===== src/rtl/fp_exp_normalize_pkg.sv =====
// fp_exp_normalize_pkg: shared widths, constants and result flags for the normaliser
package fp_exp_normalize_pkg;
  localparam int SP_EXP_W = 8;
  localparam int SP_MAN_W = 23;
  localparam int DP_EXP_W = 11;
  localparam int DP_MAN_W = 52;
  localparam logic [31:0] EXP_ALL_ONES = '1;
  typedef struct packed {
    logic ovf;
    logic unf;
    logic zero;
  } res_flags_t;
endpackage


===== src/rtl/fp_lzc.sv =====
// fp_lzc: leading-zero counter, returns W for an all-zero input
module fp_lzc #(
  parameter int W  = 24,
  parameter int CW = $clog2(W + 1)
) (
  input  logic [W-1:0]  din_i,
  output logic [CW-1:0] cnt_o
);
  // scan upward so the most significant set bit has the final say
  always_comb begin
    cnt_o = CW'(W);
    for (int i = 0; i < W; i++) cnt_o = din_i[i] ? CW'(W - 1 - i) : cnt_o;
  end
endmodule


===== src/rtl/fp_exp_normalize.sv =====
// fp_exp_normalize: two-stage normaliser handling carry, leading zeros, overflow and underflow
module fp_exp_normalize
  import fp_exp_normalize_pkg::*;
#(
  parameter int EXP_W = SP_EXP_W,
  parameter int MAN_W = SP_MAN_W
) (
  input  logic             clk,
  input  logic             rst_n,
  input  logic             in_valid,
  output logic             in_ready,
  input  logic             in_sign,
  input  logic [EXP_W-1:0] in_exp,
  input  logic [MAN_W+1:0] in_man,
  output logic             out_valid,
  input  logic             out_ready,
  output logic             out_sign,
  output logic [EXP_W-1:0] out_exp,
  output logic [MAN_W-1:0] out_man,
  output logic             out_ovf,
  output logic             out_unf,
  output logic             out_zero
);
  localparam int LW = $clog2(MAN_W + 2);
  localparam int SW = EXP_W + 2;
  localparam logic [EXP_W-1:0] ALL1 = EXP_ALL_ONES[EXP_W-1:0];
  localparam logic signed [SW-1:0] E_MAX = $signed({2'b00, ALL1});
  logic             s1_v_q, s1_sign_q, s1_carry_q, s1_zero_q, s1_spec_q;
  logic [EXP_W-1:0] s1_exp_q;
  logic [MAN_W:0]   s1_man_q;
  logic [LW-1:0]    s1_lzc_q, lzc;
  logic             s2_v_q, s2_sign_q;
  logic [EXP_W-1:0] s2_exp_q, s2_exp_d;
  logic [MAN_W-1:0] s2_man_q, s2_man_d, m;
  res_flags_t       s2_flg_q, s2_flg_d;
  logic             s1_adv, s2_adv, ovf, unf;
  logic signed [SW-1:0] e;
  assign s2_adv   = !s2_v_q || out_ready;
  assign s1_adv   = !s1_v_q || s2_adv;
  assign in_ready = s1_adv;
  fp_lzc #(.W(MAN_W + 1), .CW(LW)) u_lzc (
    .din_i(in_man[MAN_W:0]),
    .cnt_o(lzc)
  );
  // stage 1: capture the beat with its carry, leading-zero count and classification
  always_ff @(posedge clk or negedge rst_n) begin
    if (!rst_n) begin
      s1_v_q     <= 1'b0;
      s1_sign_q  <= 1'b0;
      s1_exp_q   <= '0;
      s1_man_q   <= '0;
      s1_carry_q <= 1'b0;
      s1_lzc_q   <= '0;
      s1_zero_q  <= 1'b0;
      s1_spec_q  <= 1'b0;
    end else if (s1_adv) begin
      s1_v_q <= in_valid;
      if (in_valid) begin
        s1_sign_q  <= in_sign;
        s1_exp_q   <= in_exp;
        s1_man_q   <= in_man[MAN_W:0];
        s1_carry_q <= in_man[MAN_W+1];
        s1_lzc_q   <= lzc;
        s1_zero_q  <= in_man == '0;
        s1_spec_q  <= in_exp == ALL1;
      end
    end
  end
  // stage 2 datapath: widened signed exponent so saturation is detected before any wrap
  always_comb begin
    e = s1_carry_q ? $signed({2'b00, s1_exp_q}) + SW'(1)
                   : $signed({2'b00, s1_exp_q}) - $signed({{(SW-LW){1'b0}}, s1_lzc_q});
    m = s1_carry_q ? s1_man_q[MAN_W:1] : s1_man_q[MAN_W-1:0] << s1_lzc_q;
    ovf = e >= E_MAX;
    unf = e[SW-1] || e == '0;
    s2_flg_d.ovf  = !s1_spec_q && !s1_zero_q && ovf;
    s2_flg_d.unf  = !s1_spec_q && !s1_zero_q && !ovf && unf;
    s2_flg_d.zero = !s1_spec_q && s1_zero_q;
    s2_exp_d = s1_spec_q ? s1_exp_q : s1_zero_q ? '0 : ovf ? ALL1 : unf ? '0 : e[EXP_W-1:0];
    s2_man_d = s1_spec_q ? s1_man_q[MAN_W-1:0] : (s1_zero_q || ovf || unf) ? '0 : m;
  end
  // stage 2: output register, held while downstream stalls
  always_ff @(posedge clk or negedge rst_n) begin
    if (!rst_n) begin
      s2_v_q    <= 1'b0;
      s2_sign_q <= 1'b0;
      s2_exp_q  <= '0;
      s2_man_q  <= '0;
      s2_flg_q  <= '0;
    end else if (s2_adv) begin
      s2_v_q <= s1_v_q;
      if (s1_v_q) begin
        s2_sign_q <= s1_sign_q;
        s2_exp_q  <= s2_exp_d;
        s2_man_q  <= s2_man_d;
        s2_flg_q  <= s2_flg_d;
      end
    end
  end
  assign out_valid = s2_v_q;
  assign out_sign  = s2_sign_q;
  assign out_exp   = s2_exp_q;
  assign out_man   = s2_man_q;
  assign out_ovf   = s2_flg_q.ovf;
  assign out_unf   = s2_flg_q.unf;
  assign out_zero  = s2_flg_q.zero;
endmodule


===== config.mk =====
export PLATFORM = sky130hd
export DESIGN_NAME = fp_exp_normalize
export DESIGN_NICKNAME = d
export VERILOG_FILES = /design/src/rtl/fp_exp_normalize_pkg.sv /design/src/rtl/fp_lzc.sv /design/src/rtl/fp_exp_normalize.sv
export SDC_FILE = /design/constraint.sdc
export NUM_CORES = 1
export LEC_CHECK = 0
export ABC_AREA = 1
export BUFFER_PORTS_ARGS = -buffer_cell sky130_fd_sc_hd__buf_2
export CORE_MARGIN = 3
export CORE_UTILIZATION = 39
export CTS_CLUSTER_DIAMETER = 60
export DETAILED_ROUTE_END_ITERATION = 8
export PLACE_DENSITY = 0.57
export SYNTH_ARGS = -nofsm -noshare
export SYNTH_HDL_FRONTEND = slang
export SYNTH_SLANG_ARGS = --single-unit

===== constraint.sdc =====
create_clock -name clk -period 3.6 [get_ports clk]
set_input_delay 0.36 -clock clk [delete_from_list [all_inputs] [get_ports clk]]
set_output_delay 0.36 -clock clk [all_outputs]
set_load 0.02 [all_outputs]

==> impl_results.md <==
- Hold Path Class: input port to async pin
- Multi-input gate area in the final layout: between 0.002 and 0.003 mm²
- Initial antenna violation count: 1
- Vias per std cell: slightly above 5
- Maximum fanout along the worst path: 23
- Shortest clock period the worst path allows after layout: roughly 3.0 ns
- Proportion of register bits with asynchronous set or reset after synthesis: 100%
- Overall routing resource usage: 21.7%
- Site Rows: 41
- Run status: complete, no violations
- Average cell area after synthesis: 6.67 µm²
- Leading area contributor after synthesis: dfrtp_1
- Final hold vios: 0
- Total of flip-flops plus latches after synthesis: 78
- Synth Instances: 788
- Total negative slack for setup checks: 0 ns
- Final worst slack: between 0.5 and 0.6 ns
- Sequential-to-total area share from yosys stat: a little under two fifths
- Power per unit of standard cell area: around 570 mW/mm²
- Number of DRC violations after detailed-routing iteration 0: approximately 450
- Place WS: 0.655 ns
- Die Ht: 122 µm
- Fmax achieved: 333 MHz
- Worst setup path startpoint: s1_exp_q[0]$_DFFE_PN0P_
- Cell area after technology mapping: 0.00526 mm²
- Share of post-route cells with drive strength above 1: 13.8%
- Initial Util: 40.8%
- VDD IR-drop max: 231 µV
- Worst r2r src: s1_exp_q[0]$_DFFE_PN0P_
- RSZ-0062 raised after global routing: false
- Maximum root-to-sink buffer count: 2
- Pin count of the biggest net entering global routing: 79
- 1st-pass router iterations: 5
- TritonCTS Buffers: 9
- Worst setup EP type: flop
- Tightest Pin Transition: between 0.9 and 1 ns
- Yosys Warn Count: 0
- Post-synthesis net count: 833
- Clock latency on the worst-skew pair: roughly 0.34 ns
- Fin nets: 888
- Prevailing post-synth register cell: dfrtp_1
- Share of the clock period used by the worst path: 83.5%
- Count of different cell masters after synthesis: 44
- Syn-to-layout area delta: 14.9%
- Clock tree from TritonCTS: built
- Portion of synthesized cell area occupied by the leading cell type: 37.1%
- Crit path arrival time: about 3.3 ns
- Remaining max-slew budget at the tightest pin: 33.5%
- Die outline area: around 0.015 mm²
- Data required time at the worst endpoint: 3.87 ns
- Number of top-level pins: 75
- Setup bufs post-CTS: 0
- Worst hold slack: approximately 0.17 ns
- Register Area: 0.00195 mm²
- Post-synth EDFFs: 0
- Clock slew at the register clock pins of the worst setup and hold paths: 0.06 ns
- Final estimated routing congestion in global placement: around 0.93
- Number of filler cells placed in the layout: 1369
- Lkg Pwr: 3.22 nW
- Via total after detailed routing: 5256
- Die outline width: 122 µm
- Vias in the first global route: 4862
- Wire length of the first global-routing pass: 25400 µm
- Clock Skew: between 0.01 and 0.015 ns
- Remaining global-route overflow: 0
- Clock Sinks: ~80
- Number of remaining DRC errors: 0
- Number of setup violations in the final report: 0
- Top post-synthesis cells by area: dfrtp_1 (37%), nand2_1 (19%), o21ai_0 (9.9%)
- Number of max-slew violations in the final report: 0
- Final antenna-violating net count: 0
- Routed wire length: between 15000 and 20000 µm
- Cts-stage hold buffer count: 0
- Max-cap viol count: 0
- Htree depth: 3
- Count of input and output buffers: 74
- Ant diodes: 0
- Startpoint type of the worst setup path: flop
- Number of instances resized during post-cts repair: 0
- Clock root buffer master: clkbuf_16
- Routed wire length per instance: 15.2 µm
- Half-perimeter wire length after placement: 11700 µm
- Classification of the worst setup path: flop to flop
- Core Region: 0.0129 mm²
[synth_stat cells (all sizes together), types with 2 or more instances]
cell type / n
nand2: 280
o21ai: 106
inv: 91
dfrtp: 78
a21oi: 44
nor2: 43
clkbuf: 28
nand3: 25
buf: 13
o22ai: 11
mux2i: 10
nand4: 7
ha: 6
nor4: 6
o211ai: 5
o221ai: 5
clkinv: 4
a31oi: 3
nor3: 3
o2111ai: 3
a221oi: 2
a22oi: 2
xor2: 2
[critical path, cell delays in order, from the launching register on]
cell	delay, ns
dfrtp_1	0.42
inv_1	0.12
ha_1	0.15
inv_1	0.06
fa_1	0.39
nand3_1	0.09
nand3_1	0.08
nand2_1	0.12
nand2_1	0.06
o21ai_0	0.29
nor4_1	0.11
nand3_1	0.11
nand2_2	0.09
nor2_4	0.51
nand2_1	0.12
nand2_1	0.09
nand2_1	0.07
nand2_1	0.06
[per-layer routing]
layer  wire length (µm)  track usage (%)  up-vias
met4                290             8.19        0
li1                   -                -     2664
met5                  0                0        -
met1               8310             35.5     2383
met2               5910             28.1      192
met3               1010             3.16       17
[final cells by class]
class,count,share of cell area (%)
Multi-Input combinational cell,574,45.9
Clock inverter,1,0.497
Timing Repair Buffer,85,7.54
Inverter,95,5.90
Sequential cell,78,32.3
Tap cell,172,3.56
Clock buffer,13,4.31
[sequential cells by signal (all words and copies together), names as in the netlist, 5 cells and up]
| register | flops |
|---|---|
| out_exp | 8 |
| out_man | 23 |
| s1_exp_q | 8 |
| s1_lzc_q | 5 |
| s1_man_q | 24 |
[report_power, final]
group / internal (mW) / switching [mW]
registers: 1.08 / 0.150
logic: 0.442 / 0.890
clock network: 0.567 / 0.334
total: 2.09 / 1.37
[layout by cell type, fill, tap and decap left out, drive strengths merged, types with 2 or more instances in the layout]
master     n
a21oi     44
a31oi      3
o21ai    106
o221ai     5
buf       85
nand2    280
nand3     25
nor2      43
nor4       6
nor3       3
ha         6
clkinv     4
xor2       2
o211ai     5
dfrtp     78
o2111ai    3
a221oi     2
o22ai     11
clkbuf    13
mux2i     10
inv       91
nand4      7
a22oi      2
[worst paths after layout]
check	endpoint	slack [ns]	depth (start not counted)
worst max-delay path	out_man[14]$_DFFE_PN0P_	0.59	17
worst min-delay path	out_sign$_DFFE_PN0P_	0.17	1
worst max register to register	out_man[14]$_DFFE_PN0P_	0.59	17
worst min register to register	out_man[15]$_DFFE_PN0P_	0.47	2
max in group asynchronous	s1_man_q[9]$_DFFE_PN0P_	2.76	1
min in group clk	s1_exp_q[6]$_DFFE_PN0P_	0.23	3
[cells by family after synthesis]
| group | count (synthesis) | share of synthesized area (%) |
|---|---|---|
| AOI/OAI and AO/OA | 188 | 19.7 |
| buffers and inverters | 136 | 10.2 |
| muxes | 10 | 1.90 |
| DFF | 78 | 37.1 |
| adders and majority gates | 7 | 1.81 |
| xor gates and xnor gates | 3 | 0.643 |
| and+or+nand+nor | 366 | 28.6 |
[per-stage QoR]
stage | power [mW] | instance area, µm² | util (%) | instances
after detailed placement | 2.57 | 5750 | 44.7 | 1004
after global routing | 3.73 | 6040 | 46.9 | 1018
after CTS | 3.48 | 6040 | 46.9 | 1018
after global placement | 2.57 | 5750 | 44.7 | 1004
final | 3.46 | 6040 | 46.9 | 1018
after floorplan | 2.13 | 5260 | - | 788
(Power assumes the default switching activity.)
